[src/rtl/pipelined_barrel_shifter.sv]
// pipelined_barrel_shifter
//
// Pipelined left/right logical/arithmetic shifter with optional rotate.
// The shift is split into SA_WIDTH register stages. Stage k moves the word
// by 2^k positions when sa[k] is set. The direction, the fill bit and the
// remaining shift-amount bits travel with the word from stage to stage.
//
// Flow control uses one global advance term, adv = ~out_valid | out_ready.
// Every stage loads from its predecessor when adv is high and holds when it
// is low. Bubbles move through the pipeline in lockstep and are not removed.
//
// Optional feature: define BARREL_SHIFTER_ROTATE_EN to enable rotate mode.
// Without it, the rotate input is ignored and no wrap-around muxing is built.
//
// Ports:
//   clk        clock; all state changes on the rising edge
//   rst        synchronous, active-high reset
//   in_valid   data_in and the control inputs are valid
//   in_ready   the input is accepted this cycle (equal to adv)
//   data_in    operand
//   right      1 = shift/rotate right, 0 = left
//   arith      1 = sign-fill on right shifts
//   rotate     1 = rotate (only with BARREL_SHIFTER_ROTATE_EN)
//   sa         shift amount, 0..DATA_LENGTH-1
//   out_valid  data_out and zero are valid
//   out_ready  downstream accepts the output
//   data_out   result
//   zero       data_out is all zeros (registered with data_out)
module pipelined_barrel_shifter #(
    parameter int unsigned DATA_LENGTH = 8,
    parameter int unsigned SA_WIDTH    = $clog2(DATA_LENGTH)
) (
    input  logic                   clk,
    input  logic                   rst,
    input  logic                   in_valid,
    output logic                   in_ready,
    input  logic [DATA_LENGTH-1:0] data_in,
    input  logic                   right,
    input  logic                   arith,
    input  logic                   rotate,
    input  logic [SA_WIDTH-1:0]    sa,
    output logic                   out_valid,
    input  logic                   out_ready,
    output logic [DATA_LENGTH-1:0] data_out,
    output logic                   zero
);

    localparam int NumStages = int'(SA_WIDTH);

    // Moves a word by a fixed amount in the selected direction and mode.
`ifdef BARREL_SHIFTER_ROTATE_EN
    function automatic logic [DATA_LENGTH-1:0] stage_shift(
        input logic [DATA_LENGTH-1:0] d,
        input int unsigned            amt,
        input logic                   to_right,
        input logic                   fill,
        input logic                   rot
    );
        logic [DATA_LENGTH-1:0] fill_mask;
        fill_mask = fill ? ~({DATA_LENGTH{1'b1}} >> amt) : '0;
        if (rot) begin
            stage_shift = to_right ? ((d >> amt) | (d << (DATA_LENGTH - amt)))
                                   : ((d << amt) | (d >> (DATA_LENGTH - amt)));
        end else if (to_right) begin
            stage_shift = (d >> amt) | fill_mask;
        end else begin
            stage_shift = d << amt;
        end
    endfunction
`else
    function automatic logic [DATA_LENGTH-1:0] stage_shift(
        input logic [DATA_LENGTH-1:0] d,
        input int unsigned            amt,
        input logic                   to_right,
        input logic                   fill
    );
        logic [DATA_LENGTH-1:0] fill_mask;
        fill_mask = fill ? ~({DATA_LENGTH{1'b1}} >> amt) : '0;
        if (to_right) begin
            stage_shift = (d >> amt) | fill_mask;
        end else begin
            stage_shift = d << amt;
        end
    endfunction
`endif

    // Per-stage data and valid; the last entry drives the outputs.
    logic [DATA_LENGTH-1:0] data_q  [NumStages];
    logic                   valid_q [NumStages];
    logic                   zero_q;

    // Control travelling with the word. The last stage needs none of it,
    // so these arrays are one entry shorter than the data pipeline.
    logic                   right_q [NumStages-1];
    logic                   fill_q  [NumStages-1];
    logic [SA_WIDTH-1:0]    sa_q    [NumStages-1];
`ifdef BARREL_SHIFTER_ROTATE_EN
    logic                   rot_q   [NumStages-1];
`else
    logic                   unused_rotate;
    assign unused_rotate = rotate;
`endif

    logic [DATA_LENGTH-1:0] res_data [NumStages];
    logic                   adv;
    logic                   fill_in;
    logic                   unused_sa_bits;

    assign adv       = ~out_valid | out_ready;
    assign in_ready  = adv;
    assign out_valid = valid_q[NumStages-1];
    assign data_out  = data_q[NumStages-1];
    assign zero      = zero_q;

    // Sign bit captured at the input; it only matters for arithmetic right shifts.
    assign fill_in = right & arith & data_in[DATA_LENGTH-1];

    always_comb begin
`ifdef BARREL_SHIFTER_ROTATE_EN
        res_data[0] = sa[0] ? stage_shift(data_in, 32'd1, right, fill_in, rotate) : data_in;
        for (int k = 1; k < NumStages; k++) begin
            res_data[k] = sa_q[k-1][k]
                ? stage_shift(data_q[k-1], 32'd1 << k, right_q[k-1], fill_q[k-1], rot_q[k-1])
                : data_q[k-1];
        end
`else
        res_data[0] = sa[0] ? stage_shift(data_in, 32'd1, right, fill_in) : data_in;
        for (int k = 1; k < NumStages; k++) begin
            res_data[k] = sa_q[k-1][k]
                ? stage_shift(data_q[k-1], 32'd1 << k, right_q[k-1], fill_q[k-1])
                : data_q[k-1];
        end
`endif
    end

    // Already-consumed low shift-amount bits are carried but never read.
    always_comb begin
        unused_sa_bits = 1'b0;
        for (int j = 0; j < NumStages - 1; j++) begin
            unused_sa_bits = unused_sa_bits ^ (^sa_q[j]);
        end
    end

    always_ff @(posedge clk) begin
        if (rst) begin
            for (int k = 0; k < NumStages; k++) begin
                data_q[k]  <= '0;
                valid_q[k] <= 1'b0;
            end
            for (int j = 0; j < NumStages - 1; j++) begin
                right_q[j] <= 1'b0;
                fill_q[j]  <= 1'b0;
                sa_q[j]    <= '0;
`ifdef BARREL_SHIFTER_ROTATE_EN
                rot_q[j]   <= 1'b0;
`endif
            end
            zero_q <= 1'b1;
        end else if (adv) begin
            data_q[0]  <= res_data[0];
            valid_q[0] <= in_valid & adv;
            for (int k = 1; k < NumStages; k++) begin
                data_q[k]  <= res_data[k];
                valid_q[k] <= valid_q[k-1];
            end
            right_q[0] <= right;
            fill_q[0]  <= fill_in;
            sa_q[0]    <= sa;
`ifdef BARREL_SHIFTER_ROTATE_EN
            rot_q[0]   <= rotate;
`endif
            for (int j = 1; j < NumStages - 1; j++) begin
                right_q[j] <= right_q[j-1];
                fill_q[j]  <= fill_q[j-1];
                sa_q[j]    <= sa_q[j-1];
`ifdef BARREL_SHIFTER_ROTATE_EN
                rot_q[j]   <= rot_q[j-1];
`endif
            end
            zero_q <= ~|res_data[NumStages-1];
        end
    end

endmodule
[config.mk]
export PLATFORM = sky130hd
export DESIGN_NAME = pipelined_barrel_shifter
export DESIGN_NICKNAME = d
export VERILOG_FILES = /design/src/rtl/pipelined_barrel_shifter.sv
export SDC_FILE = /design/constraint.sdc
export NUM_CORES = 1
export LEC_CHECK = 0
export ABC_AREA = 1
export CAP_MARGIN = 15
export CORE_ASPECT_RATIO = 1.4
export CORE_MARGIN = 4
export CORE_UTILIZATION = 52
export DETAILED_ROUTE_END_ITERATION = 10
export PLACE_DENSITY = 0.78
export SLEW_MARGIN = 0
export SYNTH_ARGS = -nofsm -noshare
export SYNTH_HDL_FRONTEND = slang
export SYNTH_SLANG_ARGS = --single-unit
[constraint.sdc]
create_clock -name clk -period 2.09 [get_ports clk]
set_input_delay 0.418 -clock clk [delete_from_list [all_inputs] [get_ports clk]]
set_output_delay 0.418 -clock clk [all_outputs]
set_load 0.01 [all_outputs]
-- After elaboration in Yosys (flattened, before gate mapping)
Memories as Yosys holds them, arrays and structs flattened.
Index checks and enable logic that the tools add are counted.
Widths: inputs -> output; s select.
- multiply operators: 0
- muxes and demuxes: 26
- $add $sub $neg: 0
- div/mod/pow operators: 0
- magnitude comparators: 0
- equality and inequality tests: 0
- reduce and logical (&&, ||, !) cells: 2
- shift-type cells: 0
- bitwise operators: 20
- operator list (kind ; count):
    $mux 8 ; 12
    $or 1x1->1 ; 13
    $mux 1 ; 12
    $or 4x8->8 ; 1
    $or 6x8->8 ; 1
    $or 7x8->8 ; 1
    $reduce_or 8->1 ; 1
    $mux 3 ; 2
    $and 1x1->1 ; 3
    $logic_not 1->1 ; 1
    $not 1->1 ; 1
- memories kept: 5
- output and inout bits: 11
- flip-flop bits (word level): 1
- latch bits: 0
- memory bits (read-only): 0
- RAM bits: 37
- input bits: 18
- memory list (memory ; words ; bits a word ; rd ports ; clocked after memory_dff ; wr ports ; line ; text):
    data_q ; 3 ; 8 ; 3 ; 0 ; 3 ; 88 ; logic [DATA_LENGTH-1:0] data_q [NumStages];
    sa_q ; 2 ; 3 ; 2 ; 0 ; 2 ; 96 ; logic [SA_WIDTH-1:0] sa_q [NumStages-1];
    valid_q ; 3 ; 1 ; 3 ; 0 ; 3 ; 89 ; logic valid_q [NumStages];
    fill_q ; 2 ; 1 ; 2 ; 0 ; 2 ; 95 ; logic fill_q [NumStages-1];
    right_q ; 2 ; 1 ; 2 ; 0 ; 2 ; 94 ; logic right_q [NumStages-1];

-- Longest topological paths before layout
- word-level depth: 7
- depth in mapped cells: 8

-- Worst setup path before layout
Ideal clock, no wire load.
- kind: register -> register
- start point: memory valid_q[2][0], in the netlist valid_q[0][2]
- end point: memory data_q[0][0], enable pin
- path slack: 322 ps
- clock period less this slack: 1768 ps
- data required time: 1698 ps
- stages on the path, launching flop included: 4
- data arrival time: 1376 ps
- path through: edfxtp_1 > nand2_2 > inv_1 > nand2_1
- RTL lines (item ; line):
    start: declaration ; 89
    end: declaration ; 88

-- Worst setup path after layout
- start point: input port out_ready
- end point: output port in_ready
- word-level cells in the longest chain between the ends: 1
- ends and longest elaborated chain (item ; line ; text):
    start: declaration ; 43 ; input logic out_ready,
    $or 1x1->1 ; 109 ; assign adv = ~out_valid | out_ready;
    end: declaration ; 36 ; output logic in_ready,
Every way passes these cells.

==> qor.yml <==
drt:
  viasPerCell: 5.56
  routed_wl_mm: 3.43
  wl_met1_mm: 1.13
  antenna_left: 0
  met3_wirelength_um: 183
  route.detailed.drc: 0
  drt-pass1-iter-count: 4
  first_iter_violations: 79
  routed.top_layer: "met4"
  dr_wl_met2_mm: 1.99
  vias: 1401
  routedWlPerCell_um: 13.6
sta:
  finalSetupViolations: 0
  fmaxAchievable_mhz: 502
  layout_worst_path_cycle_share: 0.953
  timing.hold.ws_ns: 0.538
  fin_setup_tns_ns: 0
  final.min_clock_period_ns: 1.99
  fin_skew_ns: 0.00831
  setup_ws_ns: 0.0992
  hold_viol_final: 0
  worst_pin_slew_ns: 0.337
  rsz0062_at_grt: "false"
  maxSlewViolCount: 0
  maxSlewHeadroom: 0.776
critical_path:
  r2r-start: "sa_q[0][5]"
  worstSetupEndpointType: "primary output"
  start_kind: "primary input"
  critPathMaxFanout: 3
  critPathArrivalTime_ns: 1.57
  critical_path_class: "in -> out"
  startpoint: "out_ready"
  crit_required_ns: 1.67
floorplan:
  design.core.area_um2: 3180
  dieHeight_um: 76.9
  fp.dieW_um: 57.2
  num_io_pins: 29
  start_util: 0.554
  num_rows: 24
  die_area_um2: 4400
placement:
  dp.cells: 244
  port_buffers: 27
  place_congestion: 0.840
  detailedPlace.worstSlack_ns: 0.0929
  hpwl_mm: 2.52
power_and_ir_drop:
  power_mw: 1.56
  p_leak_nw: 0.871
  p_per_area_nw_per_um2: 745
  irDropWorstVdd_uv: 504
grt:
  grt_usage: 0.163
  overflow: 0
  antenna_found_initial: 0
  first_global_vias: 1389
  grt_max_degree: 35
  grt_pass1_wl_mm: 5.50
clocking:
  clk_latency_ns: 0.28
  cts.clk_slew.worst_paths_ns: 0.06
  cts_htree_levels: 2
  cts_tree: "built"
  postCtsSetupRepairBufs: 0
  cts.sink_count: 35
  cts.path.max_buffers: 2
  numCtsBuffers: 5
  cts_resized: 0
  holdBufCountCts: 0
  root_buffer: "clkbuf_8"
yosys:
  synthDistinctLibCells: 17
  ys_ff_latch: 35
  synth_nets: 208
  yosysWarnings: 0
  ys_seq_area_frac: 0.590
  syn_area_per_cell_um2: 9.28
  syn_inst: 190
  syn_area_um2: 1760
finish:
  fin_nets: 230
  syn_to_final_growth_pct: 18.7
  diodes: 0
  fillers: 280
  finalNonFillerCells: 252
  drive_gt1_frac: 0.0657
worst_hold_path:
  hold_path.class: "reg -> reg"
  min_from: "zero"
status:
  status: "completed"
job:
  maxCapViolations: 0
per-layer routing:
| layer | vias up | track usage |
|---|---|---|
| li1 | 678 | - |
| met1 | 656 | 0.130 |
| met2 | 53 | 0.335 |
| met3 | 14 | 0.0403 |
| met4 | 0 | 0.0835 |
| met5 | - | 0 |
report_power, final:
part / internal [mW] / total, mW / switching (mW)
Sequential: 0.833 / 0.870 / 0.0374
Combinational: 0.106 / 0.221 / 0.115
Clock: 0.237 / 0.468 / 0.231
cell families after synthesis:
family	Yosys count	share of synthesized area
buffers and inverters	34	0.0994
AOI/OAI and AO/OA	47	0.133
and+or+nand+nor	74	0.177
DFF	35	0.590
cell usage in the layout (no fill, tap or decap), types with 2 or more instances in the layout:
cell type / n
a21oi_1: 33
buf_4: 2
clkbuf_1: 3
clkbuf_8: 5
clkdlybuf4s50_1: 27
edfxtp_1: 34
inv_1: 16
inv_2: 3
nand2_1: 39
nand2_2: 2
nand3_1: 11
nor2_1: 18
o21ai_0: 10
o21ai_1: 4
or2_0: 2
through the flow:
step,util,instance area (um^2)
2_1_floorplan,-,1760
3_3_place_gp,0.632,2010
3_5_place_dp,0.632,2010
4_1_cts,0.658,2090
5_1_grt,0.658,2090
6_report,0.658,2090
Yosys cell counts:
master,number,share of area
nand2_1,39,0.083
dfxtp_1,1,0.011
inv_1,16,0.034
nor2_1,18,0.038
edfxtp_1,34,0.58
a21oi_1,33,0.094
o21ai_1,4,0.011
nand2_4,1,0.0064
nand3_1,11,0.031
buf_2,5,0.014
inv_2,3,0.0064
nand2_2,2,0.0071
buf_4,9,0.038
or2_0,2,0.0071
or2_1,1,0.0036
o21ai_0,10,0.028
buf_6,1,0.0064
worst max-delay path, stage by stage:
cell and delay, ns:
clkdlybuf4s50_1 0.47, inv_2 0.04, nand2_2 0.08, clkdlybuf4s50_1 0.56
final timing paths:
check,end,slack [ns],cells after the start
hold reg to reg,zero,0.54,2
setup / recovery,in_ready,0.1,4
setup reg to reg,zero,0.73,8
hold / removal,zero,0.54,2
area by class of cell:
cell class                      instances  area, um^2  share of cell area
Inverter                               19        71.3              0.0341
Multi-Input combinational cell        121         547               0.261
Timing Repair Buffer                   30         305               0.146
Tap cell                               39        48.8              0.0233
Clock buffer                            8        80.1              0.0383
Sequential cell                        35        1040               0.497
sequential cells by signal, indices dropped and copies added, names as in the netlist:
register and cells:
zero 1, valid_q 3, data_q 24, fill_q 2
right_q 2, sa_q 3
No activity file was read; power rests on OpenSTA's default activity.
